[config.mk]
export PLATFORM = sky130hd
export DESIGN_NAME = spi_flash_reader_flat
export DESIGN_NICKNAME = d
export VERILOG_FILES = /design/src/rtl/spi_flash_reader_if.sv /design/src/rtl/spi_flash_reader.sv /design/src/flat_wrapper.sv
export SDC_FILE = /design/constraint.sdc
export NUM_CORES = 1
export LEC_CHECK = 0
export BUFFER_PORTS_ARGS = -buffer_cell sky130_fd_sc_hd__buf_2
export CAP_MARGIN = 10
export CORE_MARGIN = 2
export CORE_UTILIZATION = 52
export CTS_BUF_LIST = sky130_fd_sc_hd__clkbuf_4 sky130_fd_sc_hd__clkbuf_8 sky130_fd_sc_hd__clkbuf_16
export DETAILED_ROUTE_END_ITERATION = 6
export PLACE_DENSITY = 0.83
export SYNTH_ARGS = -nofsm -noshare
export SYNTH_HDL_FRONTEND = slang
export SYNTH_SLANG_ARGS = --single-unit
[constraint.sdc]
create_clock -name clock -period 3.3 [get_ports clock]
set_clock_uncertainty 0.2 [all_clocks]
set_input_delay 0.495 -clock clock [delete_from_list [all_inputs] [get_ports clock]]
set_output_delay 0.495 -clock clock [all_outputs]
set_load 0.05 [all_outputs]
[src/rtl/spi_flash_reader_if.sv]
// Request/response bundle between the SoC memory side and the SPI flash reader.
// The SoC side is the master; the reader is the slave.
interface spi_flash_reader_if;
  logic        req_valid;
  logic        req_ready;
  logic [23:0] req_addr;
  logic        resp_valid;
  logic        resp_ready;
  logic [31:0] resp_data;

  modport master (
    output req_valid,
    output req_addr,
    output resp_ready,
    input  req_ready,
    input  resp_valid,
    input  resp_data
  );

  modport slave (
    input  req_valid,
    input  req_addr,
    input  resp_ready,
    output req_ready,
    output resp_valid,
    output resp_data
  );
endinterface

[src/rtl/spi_flash_reader.sv]
// SPI mode-0 master: one 03h READ of a 32-bit word per request,
// returned little-endian (first flash byte in resp_data[7:0]).
module spi_flash_reader #(
  parameter int CLK_DIV = 2
) (
  input  logic clock,
  input  logic reset,
  spi_flash_reader_if.slave bus,
  output logic sck,
  output logic ss,
  output logic mosi,
  input  logic miso
);

  localparam int DW = $clog2(CLK_DIV) + 1;
  localparam logic [DW-1:0] DIV_LAST = DW'(CLK_DIV - 1);

  typedef enum logic [1:0] {
    IDLE,
    SHIFT,
    RESP
  } state_t;

  state_t        state_q, state_d;
  logic [DW-1:0] div_q, div_d;
  logic [5:0]    bit_q, bit_d;
  logic [31:0]   tx_q, tx_d;
  logic [31:0]   rx_q, rx_d;
  logic          sck_d, ss_d, mosi_d;
  logic          rv_q, rv_d;
  logic [31:0]   rd_q, rd_d;
  logic [31:0]   cmd;
  logic          phase_end;

  assign cmd       = {8'h03, bus.req_addr};
  assign phase_end = (div_q == DIV_LAST);

  assign bus.req_ready  = (state_q == IDLE);
  assign bus.resp_valid = rv_q;
  assign bus.resp_data  = rd_q;

  always_ff @(posedge clock or posedge reset) begin
    if (reset) begin
      state_q <= IDLE;
      div_q   <= '0;
      bit_q   <= '0;
      tx_q    <= '0;
      rx_q    <= '0;
      sck     <= 1'b0;
      ss      <= 1'b1;
      mosi    <= 1'b0;
      rv_q    <= 1'b0;
      rd_q    <= '0;
    end else begin
      state_q <= state_d;
      div_q   <= div_d;
      bit_q   <= bit_d;
      tx_q    <= tx_d;
      rx_q    <= rx_d;
      sck     <= sck_d;
      ss      <= ss_d;
      mosi    <= mosi_d;
      rv_q    <= rv_d;
      rd_q    <= rd_d;
    end
  end

  always_comb begin
    state_d = state_q;
    div_d   = div_q;
    bit_d   = bit_q;
    tx_d    = tx_q;
    rx_d    = rx_q;
    sck_d   = sck;
    ss_d    = ss;
    mosi_d  = mosi;
    rv_d    = rv_q;
    rd_d    = rd_q;
    unique case (state_q)
      IDLE: begin
        if (bus.req_valid) begin
          state_d = SHIFT;
          ss_d    = 1'b0;
          sck_d   = 1'b0;
          mosi_d  = cmd[31];
          tx_d    = {cmd[30:0], 1'b0};
          rx_d    = '0;
          bit_d   = '0;
          div_d   = '0;
        end
      end
      SHIFT: begin
        if (!phase_end) begin
          div_d = div_q + DW'(1);
        end else begin
          div_d = '0;
          if (!sck) begin
            sck_d = 1'b1;
          end else begin
            // End of a high phase: sample, then set up the next slot.
            sck_d = 1'b0;
            if (bit_q[5]) begin
              rx_d = {rx_q[30:0], miso};
            end
            if (bit_q == 6'd63) begin
              state_d = RESP;
              ss_d    = 1'b1;
              mosi_d  = 1'b0;
              bit_d   = '0;
              rv_d    = 1'b1;
              rd_d    = {rx_d[7:0], rx_d[15:8],
                         rx_d[23:16], rx_d[31:24]};
            end else begin
              bit_d  = bit_q + 6'd1;
              mosi_d = (bit_q < 6'd31) ? tx_q[31] : 1'b0;
              tx_d   = {tx_q[30:0], 1'b0};
            end
          end
        end
      end
      RESP: begin
        if (bus.resp_ready) begin
          state_d = IDLE;
          rv_d    = 1'b0;
        end
      end
      default: state_d = IDLE;
    endcase
  end

endmodule

[src/flat_wrapper.sv]
// flat-port wrapper written by rule: the top's interface ports become plain ports
module spi_flash_reader_flat 
#(
  parameter int CLK_DIV = 2
)
  (clock, reset, sck, ss, mosi, miso, bus_req_valid, bus_req_addr, bus_resp_ready, bus_req_ready, bus_resp_valid, bus_resp_data);
  spi_flash_reader_if bus_i ();
  input  logic clock;
  input  logic reset;
  output logic sck;
  output logic ss;
  output logic mosi;
  input  logic miso;
  input wire logic [$bits(bus_i.req_valid)-1:0] bus_req_valid;
  input wire logic [$bits(bus_i.req_addr)-1:0] bus_req_addr;
  input wire logic [$bits(bus_i.resp_ready)-1:0] bus_resp_ready;
  output wire logic [$bits(bus_i.req_ready)-1:0] bus_req_ready;
  output wire logic [$bits(bus_i.resp_valid)-1:0] bus_resp_valid;
  output wire logic [$bits(bus_i.resp_data)-1:0] bus_resp_data;
  assign bus_i.req_valid = bus_req_valid;
  assign bus_i.req_addr = bus_req_addr;
  assign bus_i.resp_ready = bus_resp_ready;
  assign bus_req_ready = bus_i.req_ready;
  assign bus_resp_valid = bus_i.resp_valid;
  assign bus_resp_data = bus_i.resp_data;
  spi_flash_reader #(.CLK_DIV(CLK_DIV)) u_core (.clock(clock), .reset(reset), .bus(bus_i), .sck(sck), .ss(ss), .mosi(mosi), .miso(miso));
endmodule
Yosys cells after proc, flatten, opt, wreduce, memory -nomap -nowiden --
Index checks and enable logic that the tools add are counted. Widths: inputs -> output; s select.
Cells by class: add/subtract/negate cells 2, magnitude comparators 1, equal/unequal tests 10, mux-type cells 39, reduce and logical (&&, ||, !) cells 11
Operator list (count):
- $mux 32 | 8
- $pmux 32 s2 | 2
- $mux 6 | 4
- $reduce_and 5->1 | 4
- $mux 2 | 7
- $pmux 6 s2 | 1
- $mux 1 | 11
- $pmux 1 s2 | 4
- $reduce_and 4->1 | 2
- $add 6x1->6 const B | 1
- $eq 6x6->1 const B | 1
- $lt 6x5->1 const B | 1
- $ne 2x1->1 const B | 3
- $ne 2x2->1 const B | 3
- $pmux 2 s3 | 1
- $eq 2x1->1 const B | 2
- $pmux 2 s2 | 1
- $reduce_bool 2->1 | 2
- $reduce_and 3->1 | 1
- $add 2x1->2 const B | 1
- $eq 2x2->1 const B | 1
- $logic_not 2->1 | 1
- $reduce_and 2->1 | 1
Storage, ports and cells: bits in registers 110

Depth between registers and ports, before layout --
depth in word-level cells 6, gate-level depth with buffers 8, gate-level depth less buffers 5

Least setup slack after synthesis --
OpenSTA, ideal clock, no wires.
path kind flip-flop to flip-flop, start register u_core.sck, end register u_core.tx_q[15], library setup time 0.128 ns, arrival time 1.786 ns, required time 2.972 ns, slack 1.186 ns, stages on the path, launching flop included 6, path buffers 1, cell sequence dfrtp_1 > and3b_1 > a21oi_4 > a21oi_4 > buf_4 > mux2_1
Between the ends: word-level cells in the longest chain between the ends 2
Ends and longest elaborated chain:
- from (decl) | line spi_flash_reader.sv:9 | output logic sck,
- from (signal assigned) | line spi_flash_reader.sv:60 | sck <= sck_d;
- $ne 2x1->1 (no source line)
- $reduce_and 5->1 (no source line)
- to (signal assigned) | line spi_flash_reader.sv:58 | tx_q <= tx_d;
- to (decl) | line spi_flash_reader.sv:27 | logic [31:0] tx_q, tx_d;
No other way between the ends. A chain may end at the register's enable or synchronous reset.

Worst setup path after layout --
start register u_core.state_q[0], end register u_core.rx_q[27]
Between the ends: word-level cells in the longest chain between the ends 3, elaborated cells between the ends (all ways) 8
Ends and longest elaborated chain:
- from (decl) | line spi_flash_reader.sv:24 | state_t state_q, state_d;
- from (signal assigned) | line spi_flash_reader.sv:55 | state_q <= state_d;
- $eq 2x1->1 or $logic_not 2->1 (tied branches) | line spi_flash_reader.sv:79 | unique case (state_q)
- $ne 2x1->1 (no source line) (tied with other cells)
- $reduce_and 4->1 (no source line)
- to (signal assigned) | line spi_flash_reader.sv:59 | rx_q <= rx_d;
- to (decl) | line spi_flash_reader.sv:28 | logic [31:0] rx_q, rx_d;
Parallel ways exist; a longest one is shown, timed or not.

==> impl_metrics.csv <==
group,metric,value,unit
drt,drt_iter0_markers,143,
floorplan,die_area,10000,um2
global_routing,grt_overflow,0,
timing,hold-worst-slack,0.124,ns
clock_tree,clock_latency,0.36,ns
power,p_int,2250,uW
final_layout,final_cell_mix,"dfrtp_1, nand2_1, buf_2",
synthesis,ys_types,41,
clock_tree,cts.sinks,109,
critical_path,critical_path.startpoint,"u_core.state_q[0]$_DFFE_PP0P_",
timing,period_share,80.5,%
final_layout,nets,520,
power,power.net_switching,1110,uW
floorplan,start_util,52.6,%
floorplan,coreArea,9110,um2
synthesis,synth_area_per_cell,11.0,um2
global_routing,grt.total_usage,18.3,%
drt,avgRoutedWirePerCell,14.1,um
synthesis,postSynth.asyncResetShare,100,%
timing,finalSetupViolCount,0,
critical_path,critPathBufInv,0,
drt,antenna_left,0,
power,p_per_area,627,nW/um2
clock_tree,cts_made_buffers,9,
synthesis,synth_edf_count,0,
status,outcome,"finished, final reports clean",
synthesis,synth_nets,466,
power,power.share.sequential,51.9,%
job,drv_cap,0,
critical_path,r2r-start,"u_core.state_q[0]$_DFFE_PP0P_",
global_routing,grt_pass1_vias,3233,
critical_path,path_delay_family,"simple AND/OR/NAND/NOR gates",
critical_path,required,3.40,ns
timing,max_freq,0.376,GHz
clock_tree,ctsResizeCount,0,
global_routing,grt_max_degree,49,
power,clockPowerShare,22.1,%
critical_path,cp.arrival,2.76,ns
critical_path,end_kind,"register",
floorplan,ios,66,
floorplan,rows,35,
floorplan,die_y,100,um
clock_tree,htreeDepth,3,
final_layout,antenna_cells,0,
clock_tree,post_cts_buffers,0,
clock_tree,cts_hold_buf,0,
drt,viasPerCell,5.39,
synthesis,ys_seq_area_share,57.0,%
floorplan,die_w,100,um
critical_path,max_stage_delay,0.85,ns
timing,min_period,2.66,ns
critical_path,start_kind,"register",
synthesis,ys_ff_latch,109,
final_layout,final_common_cell,"dfrtp_1",
clock_tree,clk_path_buf_depth,2,
timing,maxSlewHeadroom,30.8,%
synthesis,synth_area,4790,um2
power,leakage,0.00260,uW
critical_path,crit_path_cell_trace,"nor3b_2 > a21oi_4 > or2_1 > a22o_1",
critical_path,crit_slowest_cell,"or2_1",
timing,final.setup.tns,0,ns
synthesis,postSynthCellCount,436,
synthesis,ys.flop_type,"dfrtp_1",
drt,dr.pass1.iters,4,
clock_tree,cts_root_buffer,"clkbuf_8",
timing,finalMaxSlewViolations,0,
global_routing,grt_first_pass_wirelength,14900,um
timing,final-hold-violation-count,0,
power,p_comb_share,26.0,%
timing,worstMarginPinSlew,1.04,ns
drt,drc,0,
final_layout,synthToLayoutAreaGrowth,11.9,%
place,place_congestion,0.839,
place,dp_hpwl,5820,um
final_layout,drive_above_1_share,19.8,%
clock_tree,cts_tree,"built",
power,vdd_drop_max,0.000412,V
min_path,hold_path_class,"in2async",
critical_path,crit_path_max_fanout,32,
place,io_buffer_count,65,
global_routing,antenna_found_initial,0,
clock_tree,clkTransAtPathRegs,0.10,ns
critical_path,worstSetupPathType,"reg2reg",
timing,rsz0062_at_grt,"no",
power,switching_share,33.0,%
drt,vias,3261,
synthesis,ys_warn_count,0,
drt,drt-total-wl,8520,um
synthesized netlist by cell type (all sizes together) (2+ instances only):
library cell,number,share of area (%)
o21a,2,0.31
o22a,2,0.37
nor2,42,3.3
o21bai,2,0.31
nand2,77,6.0
nand2b,2,0.26
a22o,38,6.9
mux2i,33,6.9
nor3,2,0.21
dfrtp,108,56
or2,2,0.26
nor4,2,0.39
nand3,8,0.84
o21ai,7,0.73
clkbuf,11,0.86
mux2,24,5.6
inv,2,0.16
buf,19,2.6
a21oi,37,4.3
nor2b,2,0.26
through the flow:
stage | instances | setup WS (ns) | cell area (um2) | power (uW) | utilization, %
4_1_cts | 605 | 0.663 | 5360 | 3400 | 58.9
2_1_floorplan | 436 | 1.19 | 4790 | 2470 | -
3_5_place_dp | 590 | 0.654 | 5180 | 2650 | 56.8
3_3_place_gp | 590 | 0.784 | 5180 | 2600 | 56.8
5_1_grt | 605 | 0.445 | 5360 | 3580 | 58.9
6_report | 605 | 0.644 | 5360 | 3360 | 58.9
power by group through the flow:
stage          registers [uW]  clock network (uW)  logic, uW
6_report                 1740                 744        874
5_1_grt                  1780                 813        992
4_1_cts                  1740                 775        890
3_5_place_dp             1760                   0        890
3_3_place_gp             1750                   0        846
2_1_floorplan            1770                   0        705
flip-flops by register name, indices dropped and copies added (netlist names):
name                   cells
u_core.bus.resp_data      32
u_core.rx_q               32
u_core.tx_q               31
u_core.bit_q               6
u_core.div_q               2
u_core.state_q             2
u_core.bus.resp_valid      1
u_core.mosi                1
u_core.sck                 1
u_core.ss                  1
cells by family (layout without fill, tap and decap cells):
group / after synthesis / count (layout) / share of synthesized area [%]
xor gates and xnor gates: 1 / 1 / 0.183
muxes: 57 / 57 / 12.5
adders and majority gates: 1 / 1 / 0.261
DFF: 109 / 109 / 57.0
AOI/OAI and AO/OA: 92 / 92 / 13.7
and+or+nand+nor: 144 / 144 / 12.7
buffers and inverters: 32 / 90 / 3.63
routing by layer:
metal / part of all wire, % / track usage, % / vias to the layer above
met5: 0 / 0 / -
li1: - / - / 1621
met3: 4.3 / 4.46 / 7
met2: 49 / 31.3 / 68
met1: 46 / 24.1 / 1565
met4: 0.72 / 3.37 / 0
worst paths after layout:
check                      slack, ns  cells past startpoint                                 to
max in group asynchronous       2.03                      3        u_core.tx_q[18]$_DFFE_PP0P_
min in group clock              0.14                      2      u_core.state_q[1]$_DFFE_PP0P_
min                             0.12                      2  u_core.bus.resp_valid$_DFFE_PP0P_
max                             0.64                      4        u_core.rx_q[27]$_DFFE_PP0P_
min reg2reg                     0.29                      1        u_core.tx_q[14]$_DFFE_PP0P_
max reg2reg                     0.64                      4        u_core.rx_q[27]$_DFFE_PP0P_
cell type report:
cell class | instances | area, um2
sequential | 109 | 2730
fill | 783 | 3750
multi-input combinational | 295 | 1900
clock buffer | 9 | 124
clock inverter | 6 | 61.3
tap | 111 | 139
timing repair buffer | 73 | 398
inverter | 2 | 11.3
No activity file was read; power rests on OpenSTA's default activity.
